[src/rtl/load_store_unit.sv]
// Load/store unit: byte/halfword/word access to a word-addressed memory.
// Sub-word stores are read-modify-write; loads are zero/sign extended.
`timescale 1ns/1ps
module load_store_unit #(
    parameter int N = 32,
    parameter int M = 16
) (
    input  logic         clk,
    input  logic         rst,
    input  logic         req_valid,
    output logic         req_ready,
    input  logic         req_we,
    input  logic [1:0]   req_size,
    input  logic         req_signed,
    input  logic [M+1:0] req_addr,
    input  logic [N-1:0] req_wdata,
    output logic         resp_valid,
    output logic [N-1:0] resp_rdata,
    output logic         resp_err,
    output logic [M-1:0] mem_address,
    output logic         mem_wf,
    output logic [N-1:0] mem_w,
    input  logic [N-1:0] mem_v
);

    localparam logic [1:0] SZ_B = 2'd0;
    localparam logic [1:0] SZ_H = 2'd1;
    localparam logic [1:0] SZ_W = 2'd2;

    typedef enum logic [1:0] {
        IDLE  = 2'd0,
        READ  = 2'd1,
        WRITE = 2'd2,
        RESP  = 2'd3
    } state_t;

    state_t         state_q;
    state_t         state_d;
    logic           we_q;
    logic [1:0]     size_q;
    logic           sgn_q;
    logic [M+1:0]   addr_q;
    logic [N-1:0]   wdata_q;
    logic [N-1:0]   data_q;
    logic           enter_resp;
    logic [N-1:0]   rdata_d;
    logic           err_d;

    function automatic logic bad_access(
        input logic [1:0] size,
        input logic [1:0] lo
    );
        logic bad;
        unique case (size)
            SZ_B:    bad = 1'b0;
            SZ_H:    bad = lo[0];
            SZ_W:    bad = (lo != 2'b00);
            default: bad = 1'b1;
        endcase
        return bad;
    endfunction

    function automatic logic [N-1:0] extract(
        input logic [N-1:0] word,
        input logic [1:0]   size,
        input logic         sgn,
        input logic [1:0]   lo
    );
        logic [N-1:0] sh;
        logic [N-1:0] res;
        sh = word >> {lo, 3'b000};
        unique case (size)
            SZ_B:    res = {{(N-8){sgn & sh[7]}}, sh[7:0]};
            SZ_H:    res = {{(N-16){sgn & sh[15]}}, sh[15:0]};
            default: res = sh;
        endcase
        return res;
    endfunction

    // Replace only the addressed lanes of the previously read word.
    function automatic logic [N-1:0] merge(
        input logic [N-1:0] old,
        input logic [N-1:0] wdata,
        input logic [1:0]   size,
        input logic [1:0]   lo
    );
        logic [N-1:0] mask;
        logic [N-1:0] ins;
        unique case (size)
            SZ_B:    mask = {{(N-8){1'b0}}, 8'hFF} << {lo, 3'b000};
            SZ_H:    mask = {{(N-16){1'b0}}, 16'hFFFF} << {lo, 3'b000};
            default: mask = '1;
        endcase
        ins = wdata << {lo, 3'b000};
        return (old & ~mask) | (ins & mask);
    endfunction

    always_ff @(posedge clk or posedge rst) begin
        if (rst) begin
            state_q <= IDLE;
        end else begin
            state_q <= state_d;
        end
    end

    always_comb begin
        state_d    = state_q;
        enter_resp = 1'b0;
        rdata_d    = '0;
        err_d      = 1'b0;
        unique case (state_q)
            IDLE: begin
                if (req_valid) begin
                    if (bad_access(req_size, req_addr[1:0])) begin
                        state_d    = RESP;
                        enter_resp = 1'b1;
                        err_d      = 1'b1;
                    end else if (req_we && req_size == SZ_W) begin
                        state_d = WRITE;
                    end else begin
                        state_d = READ;
                    end
                end
            end
            READ: begin
                if (we_q) begin
                    state_d = WRITE;
                end else begin
                    state_d    = RESP;
                    enter_resp = 1'b1;
                    rdata_d    = extract(mem_v, size_q, sgn_q,
                                         addr_q[1:0]);
                end
            end
            WRITE: begin
                state_d    = RESP;
                enter_resp = 1'b1;
            end
            RESP: begin
                state_d = IDLE;
            end
            default: begin
                state_d = IDLE;
            end
        endcase
    end

    always_ff @(posedge clk or posedge rst) begin
        if (rst) begin
            we_q    <= 1'b0;
            size_q  <= 2'd0;
            sgn_q   <= 1'b0;
            addr_q  <= '0;
            wdata_q <= '0;
        end else if (state_q == IDLE && req_valid) begin
            we_q    <= req_we;
            size_q  <= req_size;
            sgn_q   <= req_signed;
            addr_q  <= req_addr;
            wdata_q <= req_wdata;
        end
    end

    always_ff @(posedge clk or posedge rst) begin
        if (rst) begin
            data_q <= '0;
        end else if (state_q == READ) begin
            data_q <= mem_v;
        end
    end

    always_ff @(posedge clk or posedge rst) begin
        if (rst) begin
            resp_rdata <= '0;
            resp_err   <= 1'b0;
        end else if (enter_resp) begin
            resp_rdata <= rdata_d;
            resp_err   <= err_d;
        end
    end

    always_comb begin
        req_ready   = (state_q == IDLE);
        resp_valid  = (state_q == RESP);
        mem_wf      = (state_q == WRITE);
        mem_address = '0;
        mem_w       = '0;
        if (state_q == READ || state_q == WRITE) begin
            mem_address = addr_q[M+1:2];
        end
        if (state_q == WRITE) begin
            if (size_q == SZ_W) begin
                mem_w = wdata_q;
            end else begin
                mem_w = merge(data_q, wdata_q, size_q, addr_q[1:0]);
            end
        end
    end

endmodule

[config.mk]
export PLATFORM = sky130hd
export DESIGN_NAME = load_store_unit
export DESIGN_NICKNAME = d
export VERILOG_FILES = /design/src/rtl/load_store_unit.sv
export SDC_FILE = /design/constraint.sdc
export NUM_CORES = 1
export LEC_CHECK = 0
export ABC_AREA = 1
export CAP_MARGIN = 10
export CORE_AREA = 3 3 118 132
export DETAILED_ROUTE_END_ITERATION = 10
export DIE_AREA = 0 0 121 135
export PLACE_DENSITY = 0.85
export SETUP_SLACK_MARGIN = 0.3
export SYNTH_ARGS = -nofsm -noshare
export SYNTH_HDL_FRONTEND = slang
export SYNTH_SLANG_ARGS = --single-unit
[constraint.sdc]
create_clock -name clk -period 5.8 [get_ports clk]
set_input_delay 1.45 -clock clk [delete_from_list [all_inputs] [get_ports clk]]
set_output_delay 1.45 -clock clk [all_outputs]
set_load 0.01 [all_outputs]
# --- Yosys cells after proc, flatten, opt, wreduce, memory -nomap -nowiden ---
# Index checks and enable logic that the tools add are counted.
totals:
  wordCells: 56
  ff_bits: 121
op_classes:
  n_bitwise: 6
  eq_ne: 8
  n_shift: 4
  n_reduce_logical: 7
  n_mux: 22
ops:
  columns: ["operator", "n"]
  rows:
  - ["32-bit 2-to-1 mux", 6]
  - ["32-bit one-hot mux with 2 select lines", 2]
  - ["32-bit AND", 2]
  - ["32-bit NOT", 1]
  - ["32-bit OR", 1]
  - ["16-bit by 5-bit << shifter with 32-bit output (first input constant)", 1]
  - ["32-bit by 5-bit << shifter with 32-bit output", 1]
  - ["8-bit by 5-bit << shifter with 32-bit output (first input constant)", 1]
  - ["32-bit by 5-bit >> shifter with 32-bit output", 1]
  - ["16-bit 2-to-1 mux", 1]
  - ["2-bit == test (second input constant)", 4]
  - ["2-bit one-hot mux with 4 select lines", 1]
  - ["1-bit 2-to-1 mux", 7]
  - ["2-bit by 1-bit == test with 1-bit output (second input constant)", 3]
  - ["2-bit logical NOT", 3]
  - ["2-bit 2-to-1 mux", 3]
  - ["1-bit one-hot mux with 3 select lines", 2]
  - ["1-bit AND", 2]
  - ["1-bit logical AND", 2]
  - ["2-bit inequality test (second input constant)", 1]
  - ["2-bit nonzero test", 1]
  - ["1-bit logical OR", 1]

# --- Longest topological paths before layout ---
depth:
  ltp_word: 9
  mapped_depth: 12
  depth_no_buf: 10

# --- Worst setup path before layout ---
# OpenSTA, ideal clock, no wires.
synth_timing:
  kind: "register to output"
  from: "register state_q[0]"
  to: "output port mem_w[0]"
  required_time_ns: 4.350
  arrival_time_ns: 1.390
  setup_slack_ns: 2.960
  n_path_buf: 1
  path_stages_with_launch: 6
  cell_sequence: "dfrtp_1 inv_1 ha_1 clkbuf_1 o21ai_0 a31oi_1"
synth_via:
  elab_chain_cells: 2
synth_rtl:
  columns: ["item", "line_no", "text"]
  rows:
  - ["start, declared", "37", "state_t state_q;"]
  - ["start signal, assigned", "102", "state_q <= state_d;"]
  - ["2-bit == test", null, null]
  - ["via mem_wf", "21", "output logic mem_wf,"]
  - ["32-bit 2-to-1 mux", "191", "if (state_q == WRITE) begin"]
  - ["end, declared", "22", "output logic [N-1:0] mem_w,"]
# The timed path passes the listed nets, and every way through them passes these cells.

# --- Worst setup path in the final report ---
layout_timing:
  from: "register size_q[1]"
  to: "output port mem_w[11]"
layout_via:
  elab_chain_cells: 9
  elab_cells_between_ends: 12
  classes_between: "2 x eq/ne; 5 x mux; 4 x bitwise; 1 x reduce/logical"
layout_rtl:
  columns: ["item", "line_no", "text"]
  rows:
  - ["start, declared", "40", "logic [1:0] size_q;"]
  - ["start signal, assigned", "157", "size_q <= req_size;"]
  - ["2-bit by 1-bit == test with 1-bit output or 2-bit logical NOT (tied branches)", "89", "unique case (size)"]
  - ["32-bit one-hot mux with 2 select lines", "89", null]
  - ["32-bit 2-to-1 mux", "192", "if (size_q == SZ_W) begin"]
  - ["32-bit 2-to-1 mux", "191", null]
  - ["32-bit NOT", "95", "return (old & ~mask) | (ins & mask);"]
  - ["32-bit AND", "95", null]
  - ["32-bit OR", "95", null]
  - ["32-bit 2-to-1 mux (*)", "192", null]
  - ["32-bit 2-to-1 mux (*)", "191", null]
# Every way passes the cells marked *; elsewhere a longest branch is shown, timed or not. The select of a mux whose other input is x is not followed.

==> impl_metrics.env <==
export IMPL_synth_distinct_cells=34
export IMPL_critPathCaptureType="output pin"
export IMPL_seq_area_frac_synth_pct=41.6
export IMPL_area_growth_pct=30.9
export IMPL_nFillCells=1172
export IMPL_clkPwrFrac_pct=17.3
export IMPL_yosys_area_share_adder_pct=0.859
export IMPL_clock_latency_ns=0.42
export IMPL_syn_inst=1022
export IMPL_crit_type="flip-flop to output pin"
export IMPL_layout_commonest_cell="nand2_1"
export IMPL_yosys_area_share_simple_pct=34.5
export IMPL_cap_violations=0
export IMPL_ctsHoldBuffers=0
export IMPL_overflow=0
export IMPL_fmax_ghz=0.217
export IMPL_grt_pass1_wl_mm=34.1
export IMPL_syn_avg_cell_area_sq_um=7.13
export IMPL_synth_nets=1116
export IMPL_vdd_drop_max_mv=0.337
export IMPL_cts_sinks=121
export IMPL_ys_warn_count=0
export IMPL_relSlewSlack_pct=25.8
export IMPL_p_int_mw=3.27
export IMPL_fp_dieH_um=135
export IMPL_muxShareOfSynthArea_pct=6.34
export IMPL_worst_ep_arrival_time_ns=3.16
export IMPL_outcome="finished, final reports clean"
export IMPL_cp_start_kind="flip-flop"
export IMPL_num_rows=46
export IMPL_coreArea_sq_mm=0.0143
export IMPL_pwr_share_comb_pct=55.2
export IMPL_cp_required_ns=4.35
export IMPL_num_vias=7210
export IMPL_via_per_inst=5.29
export IMPL_synth_area_leader_cell="dfrtp_1"
export IMPL_dieWidth_um=121
export IMPL_skew_ns=0.00556
export IMPL_synth_area_leaders="dfrtp_1 42%, nand2_1 23%, mux2_2 6.3%, nand3_1 5.8%, o21ai_0 5.2%"
export IMPL_port_buffers=172
export IMPL_finalPower_mw=5.86
export IMPL_seqPwrFrac_pct=27.4
export IMPL_finalHoldViolations=0
export IMPL_antenna_found_initial=0
export IMPL_crit_fanout=64
export IMPL_nets=1252
export IMPL_period_minus_slack_ns=4.61
export IMPL_grt_pass1_vias=7023
export IMPL_htree_num_levels=4
export IMPL_cts_made_buffers=17
export IMPL_layout_worst_path_cycle_share_pct=79.5
export IMPL_hold_ws_ns=0.469
export IMPL_die_area_sq_mm=0.0163
export IMPL_drtIter0Drc=729
export IMPL_hpwl_mm=15.2
export IMPL_ys_ff_latch=121
export IMPL_cts_tree="built"
export IMPL_clk_pin_slew_ns=0.05
export IMPL_seq_area_sq_mm=0.00303
export IMPL_p_per_area_mw_per_mm2=614
export IMPL_pin_count=173
export IMPL_hp_class="flip-flop to flip-flop"
export IMPL_grt_max_degree=68
export IMPL_rsz0062_at_grt="false"
export IMPL_dp_cells=1331
export IMPL_final_util_pct=66.5
export IMPL_globalRouteTotalUtil_pct=26.4
export IMPL_syn_area_sq_mm=0.00729
export IMPL_synth_xor_area_share_pct=0
export IMPL_post_cts_resized=0
export IMPL_synth_top_family_by_area="simple AND/OR/NAND/NOR gates"
export IMPL_tightest_slew_ns=1.11
export IMPL_place_congestion=0.941
export IMPL_n_antenna_cell=0
export IMPL_p_switching_mw=2.58
export IMPL_root_buffer="clkbuf_16"
export IMPL_cts_setup_buffers=0
export IMPL_synth_top_cell_area_share_pct=41.6
export IMPL_wirelength_mm=21.3
export IMPL_power_leakage_nw=4.99
export IMPL_dr_pass1_iters=5
export IMPL_ant_nets=0
export IMPL_slew_violations=0
export IMPL_tns_ns=0
export IMPL_layout_cells_non_filler=1363
export IMPL_synth_compound_area_share_pct=7.14
export IMPL_initial_core_util_pct=50.8
export IMPL_multiInputGateArea_sq_mm=0.00356
export IMPL_clock_path_buffers=2
export IMPL_post_drt_wl_per_cell_um=15.6
export IMPL_drcViolationCount=0
export IMPL_netSwitchingFraction_pct=44.1
export IMPL_layout_drive_gt1_share_pct=8.88
export IMPL_final_cell_mix="452 x nand2_1, 172 x clkdlybuf4s50_1, 120 x dfrtp_1"
export IMPL_setup_violations=0
[through the flow]
stage          setup slack [ns]  area, sq um
3_3_place_gp               1.77         8970
2_1_floorplan              1.14         7290
5_1_grt                   0.912         9540
6_report                   1.19         9540
4_1_cts                    1.21         9540
3_5_place_dp               1.67         8970
[synth_stat cells (all sizes together)]
master and count:
nor3 3, nand3 89, nor2 30, clkbuf 22, o21bai 1, dfrtp 121, and2 8, o22ai 1
inv 94, ha 5, o211ai 1, nand2 461, o21ai 76, a31oi 8, nand4 9, a21oi 10
mux2 41, clkinv 1, buf 40, o31ai 1
[critical path, stage by stage (launching register included)]
cell	delay, ns
dfrtp_1	0.82
nand2_2	0.79
o21ai_0	0.46
inv_1	0.07
nand2_1	0.07
inv_1	0.04
clkdlybuf4s50_1	0.46
[layout make-up]
class	instances	share of cell area [%]
Clock buffer	23	4.91
Clock inverter	9	1.02
Inverter	95	3.84
Multi-Input combinational cell	744	37.3
Sequential cell	121	31.8
Tap cell	192	2.52
Timing Repair Buffer	179	18.6
[cell families (layout without fill, tap and decap cells)]
| family | after synthesis | count (layout) |
|---|---|---|
| AOI/OAI and AO/OA | 98 | 98 |
| muxes | 41 | 41 |
| DFF | 121 | 121 |
| buffers and inverters | 157 | 306 |
| adders and majority gates | 5 | 5 |
| and+or+nand+nor | 600 | 600 |
[metal layers]
| layer | share of wire, % | vias to the layer above | GRT usage (%) |
|---|---|---|---|
| li1 | - | 3480 | - |
| met1 | 40 | 3359 | 33.0 |
| met2 | 48 | 321 | 42.9 |
| met3 | 9.2 | 50 | 7.88 |
| met4 | 2.7 | 0 | 10.6 |
| met5 | 0 | - | 0 |
[worst paths after layout]
kind	slack (ns)	to	from	cells past startpoint
max	1.19	mem_w[11]	size_q[1]	6
min	0.47	resp_err	resp_err	2
max reg2reg	2.81	resp_rdata[21]	state_q[1]	10
min reg2reg	0.47	resp_err	resp_err	2
max in group asynchronous	3.37	wdata_q[15]	rst	3
min in group asynchronous	1.47	resp_rdata[28]	rst	2
[state kept, by name, summed over array words and instances (netlist names)]
register,flops
state_q,2
size_q,2
addr_q,18
resp_rdata,32
sgn_q,1
we_q,1
resp_err,1
data_q,32
wdata_q,32
[power by group through the flow]
stage               clock network, mW  logic (mW)  registers, mW
global placement                    0        3.14           1.60
global route                     1.07        3.61           1.65
CTS                              1.03        3.23           1.60
detailed placement                  0        3.20           1.61
floorplan                           0        2.15           1.53
finish                           1.02        3.24           1.61
No activity file was read; power rests on OpenSTA's default activity.
